`config.mk`:
```
export PLATFORM = sky130hd
export DESIGN_NAME = axis_packer
export DESIGN_NICKNAME = d
export VERILOG_FILES = /design/src/rtl/axis_packer.sv
export SDC_FILE = /design/constraint.sdc
export NUM_CORES = 1
export LEC_CHECK = 0
export BUFFER_PORTS_ARGS = -buffer_cell sky130_fd_sc_hd__buf_4
export CORE_UTILIZATION = 57
export CTS_CLUSTER_DIAMETER = 30
export DETAILED_ROUTE_END_ITERATION = 8
export PLACE_DENSITY = 0.8
export SYNTH_ARGS = -nofsm -noshare
export SYNTH_HDL_FRONTEND = slang
export SYNTH_SLANG_ARGS = --single-unit
```
`constraint.sdc`:
```
create_clock -name clk -period 2.1 [get_ports clk]
set_clock_uncertainty 0.05 [all_clocks]
set_input_delay 0.105 -clock clk [delete_from_list [all_inputs] [get_ports clk]]
set_output_delay 0.105 -clock clk [all_outputs]
set_load 0.02 [all_outputs]
```
`src/rtl/axis_packer.sv`:
```
// axis_packer: packs RATIO narrow AXIS beats into one wide word with keep/last; AXIS_PACKER_ZERO_FILL_EN zero-fills unused lanes
module axis_packer #(
    parameter int DATA_WIDTH = 16,
    parameter int RATIO      = 4
) (
    input  logic                        clk,
    input  logic                        rst,
    input  logic [DATA_WIDTH-1:0]       s_tdata,
    input  logic                        s_tlast,
    input  logic                        s_tvalid,
    output logic                        s_tready,
    output logic [DATA_WIDTH*RATIO-1:0] m_tdata,
    output logic [RATIO-1:0]            m_tkeep,
    output logic                        m_tlast,
    output logic                        m_tvalid,
    input  logic                        m_tready
);
    localparam int CNT_WIDTH = $clog2(RATIO);
    logic [CNT_WIDTH-1:0]        idx;
    logic [DATA_WIDTH*RATIO-1:0] acc, merged;
    logic [RATIO-1:0]            keep;
    logic                        accept, done;
    assign s_tready = ~m_tvalid | m_tready;
    assign accept   = s_tvalid & s_tready;
    assign done     = accept & (s_tlast | idx == CNT_WIDTH'(RATIO - 1));
    always_comb begin
        merged = acc;
        keep   = '0;
        for (int k = 0; k < RATIO; k++) begin
            if (k == int'(idx)) merged[k*DATA_WIDTH +: DATA_WIDTH] = s_tdata;
            keep[k] = k <= int'(idx);
        end
    end
    always_ff @(posedge clk) begin
        if (rst) begin
            idx      <= '0;
            acc      <= '0;
            m_tdata  <= '0;
            m_tkeep  <= '0;
            m_tlast  <= 1'b0;
            m_tvalid <= 1'b0;
        end else begin
            if (accept) begin
`ifdef AXIS_PACKER_ZERO_FILL_EN
                acc <= done ? '0 : merged;
`else
                acc <= merged;
`endif
                idx <= done ? '0 : idx + 1'b1;
            end
            if (done) begin
                m_tdata  <= merged;
                m_tkeep  <= keep;
                m_tlast  <= s_tlast;
                m_tvalid <= 1'b1;
            end else if (m_tready) begin
                m_tvalid <= 1'b0;
                m_tlast  <= 1'b0;
            end
        end
    end
endmodule
```
==> impl_metrics.ini, run 1 <==
[cts]
htreeDepth = 4
cts_buffer_depth = 2
cts_tree = yes
clkSinkCount = 136
numCtsBuffers = 17
cts_setup_buffers = 0
clk_latency_ns = 0.53
clk_pin_slew_ns = 0.06
root_buffer = clkbuf_8

[floorplanning]
io_pins = 92
die_h_um = 104.8
row_count = 37
coreArea_sq_um = 10280
dieArea_sq_um = 10980
die_x_um = 104.8
start_util_pct = 58.62

[setup_path]
arrival_ns = 1.76
cp-end-kind = primary output
critical_path.startpoint_type = flop
required_ns = 1.95
worstSetupPathType = reg2out
crit_fanout = 52

[timing]
max_freq_ghz = 0.5223
fin_crit_ns = 1.915
post-route-period-util_pct = 91.18
setup_viol = 0
hold_viol = 0
rsz0062_at_grt = no
max_slew_margin_pct = 52.74
setup_tns_ns = 0
slew_violations = 0
tightest_slew_ns = 0.7089

[finish]
stdcell_count = 812
multiInputGateArea_sq_um = 2992
diodes = 0
seqCellArea_sq_um = 2723
drive_gt1_share_pct = 25.15
layout.nets = 689
fillerInstances = 673
area_growth_syn_to_layout_pct = 26.36

[synthesis]
synth_seq_cells = 136
netlist_instances = 571
ys_warn_count = 0
synthFlopType = dfxtp_1
synth_top_area_share_pct = 45.19
synth_area_per_cell_sq_um = 10.55
netlist_area_sq_um = 6025
async_flop_share_pct = 0
syn-num-nets = 597
synth_cell_types = 24
synthTopCellsByArea = dfxtp_1, mux2i_1, nand2b_1
yosysSeqAreaShare_pct = 45.19
synth_edf_count = 0
post-synth-top-area-cell = dfxtp_1

[routing]
drt_wl_total_um = 15620
firstDrtPassIters = 5
ant_nets = 0
vias = 4897
wl_per_cell_um = 19.24
drc = 0
drtIter0Drc = 480
routed_via_density = 6.031

[placed_design]
dp_hpwl_um = 9746
place_congestion = 0.8237
dp.cells = 761
port_buffers = 91

[global_routing]
antenna_found_initial = 0
grt_start_max_net_pins = 85
use_met1_pct = 40.08
grtUsageMet2_pct = 44.89
grt_pass1_wl_um = 25010
grt_use_met3_pct = 5.926
overflow = 0
grt_usage_pct = 29.02
grt_pass1_vias = 4775
top_usage_layer = met2

[power]
ir_worst_vdd_mv = 0.5205
p_per_area_nw_per_um2 = 899.0
leakage_uw = 0.003118

[outcome]
status = finished clean

[job]
drv_cap = 0

[worst_hold_path]
hp-class = in2reg
-- area by class of cell --
type | count | share of cell area (%)
multi-input combinational | 368 | 39.30
timing repair buffer | 135 | 14.32
clock buffer | 21 | 5.901
inverter | 5 | 0.2465
clock inverter | 11 | 2.235
tap | 136 | 2.235
sequential | 136 | 35.77
-- cells in the final DEF, fill, tap and decap left out, drive strengths merged, types with 2 or more instances in the layout --
cell type,n
dfxtp,136
mux2i,128
buf,116
nand2b,80
a211oi,68
a31oi,66
clkbuf,21
dlygate4sd3,19
nand3,8
inv,6
clkinv,6
ha,5
bufinv,4
nor2b,2
a21oi,2
o21ai,2
and3,2
-- cell families (layout without fill, tap and decap cells) --
| kind of cell | Yosys count | in the layout | share of synthesized area (%) |
|---|---|---|---|
| compound gates | 140 | 140 | 17.57 |
| flops | 136 | 136 | 45.19 |
| mux | 128 | 128 | 21.27 |
| simple gates | 95 | 95 | 9.782 |
| buf+inv | 67 | 172 | 5.150 |
| fa+ha+maj | 5 | 5 | 1.038 |
-- critical path: stages (launching register included) --
cell and delay [ns]:
dfxtp_1 0.32, nor2b_1 0.28, inv_2 0.14, buf_6 0.26, buf_4 0.21
-- routing by layer --
layer / vias to the layer above / share of wire, %
li1: 2289 / -
met1: 2377 / 46
met2: 206 / 47
met3: 25 / 6.5
met4: 0 / 1.4
met5: - / 0
-- cell usage after synthesis (2+ instances only) --
master	count
a31oi_1	66
buf_2	17
buf_6	5
nand2b_1	80
mux2i_1	128
buf_1	4
a21oi_1	2
inv_1	4
a211oi_1	48
a211oi_2	20
clkbuf_1	36
ha_1	5
nor2b_1	2
nand3_1	8
dfxtp_1	136
o21ai_0	2
-- state kept, by name, indices dropped and copies added, names as in the netlist --
register and flops:
acc 64, idx 2, m_tdata 64, m_tkeep 4
m_tlast 1, m_tvalid 1
-- what timing repair did --
action / in CTS / in global routing
endpoints found under the hold margin: 93 / 0
hold buffers: 19 / 0
resized for setup: 0 / 1
setup endpoints to repair: 0 / 1
-- worst paths after layout --
path	startpoint	to	slack [ns]	cells after the start
worst max-delay path	m_tvalid	s_tready	0.19	4
worst min-delay path	rst	m_tdata[9]	0.14	2
worst min register to register	m_tkeep[0]	m_tkeep[0]	0.41	2
worst max register to register	idx[1]	acc[49]	0.31	5
-- through the flow --
stage          hold slack, ns  instance area [sq um]  setup WS (ns)  util, %  power (uW)
6_report               0.1360                   7612         0.1852    74.07        6844
5_1_grt                0.1635                   7612         0.1081    74.07        7035
4_1_cts                0.1114                   7609        0.05543    74.03        6832
3_5_place_dp           0.3623                   6799         0.3623    66.16        3729
3_3_place_gp           0.3635                   6799         0.4282    66.16        3703
2_1_floorplan          0.2539                   6025         0.2771        -        3406
-- power by group --
part	internal [uW]	total [uW]	switching [uW]
sequential	2710	2790	77.6
clock	2000	3120	1120
combinational	404	934	531
(Power assumes the default switching activity.)
==> inputs of run 2 (changes only) <==
RECOVER_POWER = 100   (was not set)
==> run 2 against run 1 <==
First-iteration DRC count down 24%. Die area did not move. Flip-flop and latch count is the same. Clock-buffer cell count did not move. Non-clock buffer count is the same. Utilization down 3.3 points. Sequential share of layout area increased by 1.7 points. Worst hold slack improved by 0.0022 ns. Register-to-register slack lost 0.17 ns. Via count is 0.20% higher. Total power shrank 1.4%. Design area decreased by 4.5%.
==> impl_metrics.ini, run 2 (synthesized netlist as in run 1, its figures left out) <==
[power]
p_per_area_nw_per_um2 = 928.1
ir_worst_vdd_mv = 0.5157
leakage_uw = 0.002811

[finish]
fillerInstances = 756
final_common_cell = dfxtp_1
final_cell_mix = dfxtp_1, mux2i_1, nand2b_1, clkbuf_1, a31oi_1
diodes = 0
layout.nets = 689
largestRegisters = acc: 64 flops, m_tdata: 64 flops, m_tkeep: 4 flops
drive_gt1_share_pct = 13.17
stdcell_count = 812
area_growth_syn_to_layout_pct = 20.73

[timing]
slew_violations = 0
fin_crit_ns = 1.960
setup_tns_ns = 0
rsz0062_at_grt = no
max_slew_margin_pct = 52.98
tightest_slew_ns = 0.7052
post-route-period-util_pct = 93.36
hold_viol = 0
setup_viol = 0
max_freq_ghz = 0.5101

[cts]
clk_pin_slew_ns = 0.06
numCtsBuffers = 17
cts_setup_buffers = 0
htreeDepth = 4
clk_latency_ns = 0.53
root_buffer = clkbuf_8
cts_buffer_depth = 2
clkSinkCount = 136
cts_tree = yes

[global_routing]
antenna_found_initial = 0
grt_start_max_net_pins = 85
grt_usage_pct = 29.02
grt_pass1_wl_um = 25010
grt_pass1_vias = 4775
overflow = 0

[floorplanning]
dieArea_sq_um = 10980
io_pins = 92
start_util_pct = 58.62
die_h_um = 104.8
coreArea_sq_um = 10280
die_x_um = 104.8
row_count = 37

[worst_hold_path]
hp-class = in2reg

[routing]
firstDrtPassIters = 6
drt_wl_total_um = 15680
drc = 0
drtIter0Drc = 367
ant_nets = 0
wl_per_cell_um = 19.31
vias = 4907
routed_via_density = 6.043

[placed_design]
port_buffers = 91
dp.cells = 761
place_congestion = 0.8237
dp_hpwl_um = 9746

[setup_path]
critical_path.startpoint_type = flop
arrival_ns = 2.34
cp-end-kind = flop
crit_fanout = 16
required_ns = 2.48
worstSetupPathType = reg2reg

[job]
drv_cap = 0

[outcome]
status = finished clean
-- run 2: cell types whose count changed in the layout (fill, tap and decap cells not counted) --
cell | previous run | this run
clkbuf_1 | 2 | 74
and3_2 | 0 | 1
a211oi_2 | 20 | 11
and3_4 | 1 | 0
buf_4 | 113 | 33
clkbuf_2 | 0 | 8
a211oi_1 | 48 | 57
-- run 2: stage by stage --
stage / total power [uW] / utilization, % / hold WS [ns] / cell area [sq um] / worst slack [ns]
global placement: 3703 / 66.16 / 0.3635 / 6799 / 0.4282
floorplan: 3406 / - / 0.2539 / 6025 / 0.2771
detailed placement: 3729 / 66.16 / 0.3623 / 6799 / 0.3623
CTS: 6832 / 74.03 / 0.1114 / 7609 / 0.05543
global route: 6945 / 70.77 / 0.1620 / 7273 / 0.06576
finish: 6750 / 70.77 / 0.1382 / 7273 / 0.1395
-- run 2: area by class of cell --
class	count	area, sq um	share of cell area (%)
Tap cell	136	170.2	2.340
Multi-Input combinational cell	368	2943	40.46
Clock buffer	21	449.2	6.176
Inverter	5	18.77	0.2580
Timing Repair Buffer	135	799.5	10.99
Sequential cell	136	2723	37.43
Clock inverter	11	170.2	2.340
-- run 2: repair_timing --
item,CTS,global route
endpoints found under the hold margin,93,0
endpoints found under the setup margin,0,1
resized for setup,0,1
hold buffers,19,0
-- run 2: worst paths after layout --
check                              endpoint  slack, ns  startpoint  cells after the start
worst max-delay path            m_tdata[17]       0.14      idx[1]                      5
worst min-delay path             m_tdata[9]       0.14         rst                      2
worst max register to register  m_tdata[17]       0.14      idx[1]                      5
worst min register to register   m_tkeep[0]       0.40  m_tkeep[0]                      2
-- run 2: per-layer routing --
metal	share of wire, %	vias to the layer above	global-route usage, %	wire length [um]
li1	-	2290	-	-
met2	47	196	44.89	7344
met3	6.9	27	5.926	1083
met5	0	-	0	0
met1	45	2394	40.08	7049
met4	1.3	0	10.46	205
-- run 2: where the power goes --
group	internal, uW	switching (uW)	leakage [uW]	total [uW]
clock	2000	1120	0.000306	3120
sequential	2710	75.7	0.00111	2790
combinational	323	523	0.00139	846
-- run 2: worst max-delay path: stages (launching register included) --
cell	delay, ns
dfxtp_1	0.36
ha_1	0.21
or2_2	0.32
and3_2	0.37
clkbuf_2	0.27
a211oi_1	0.27
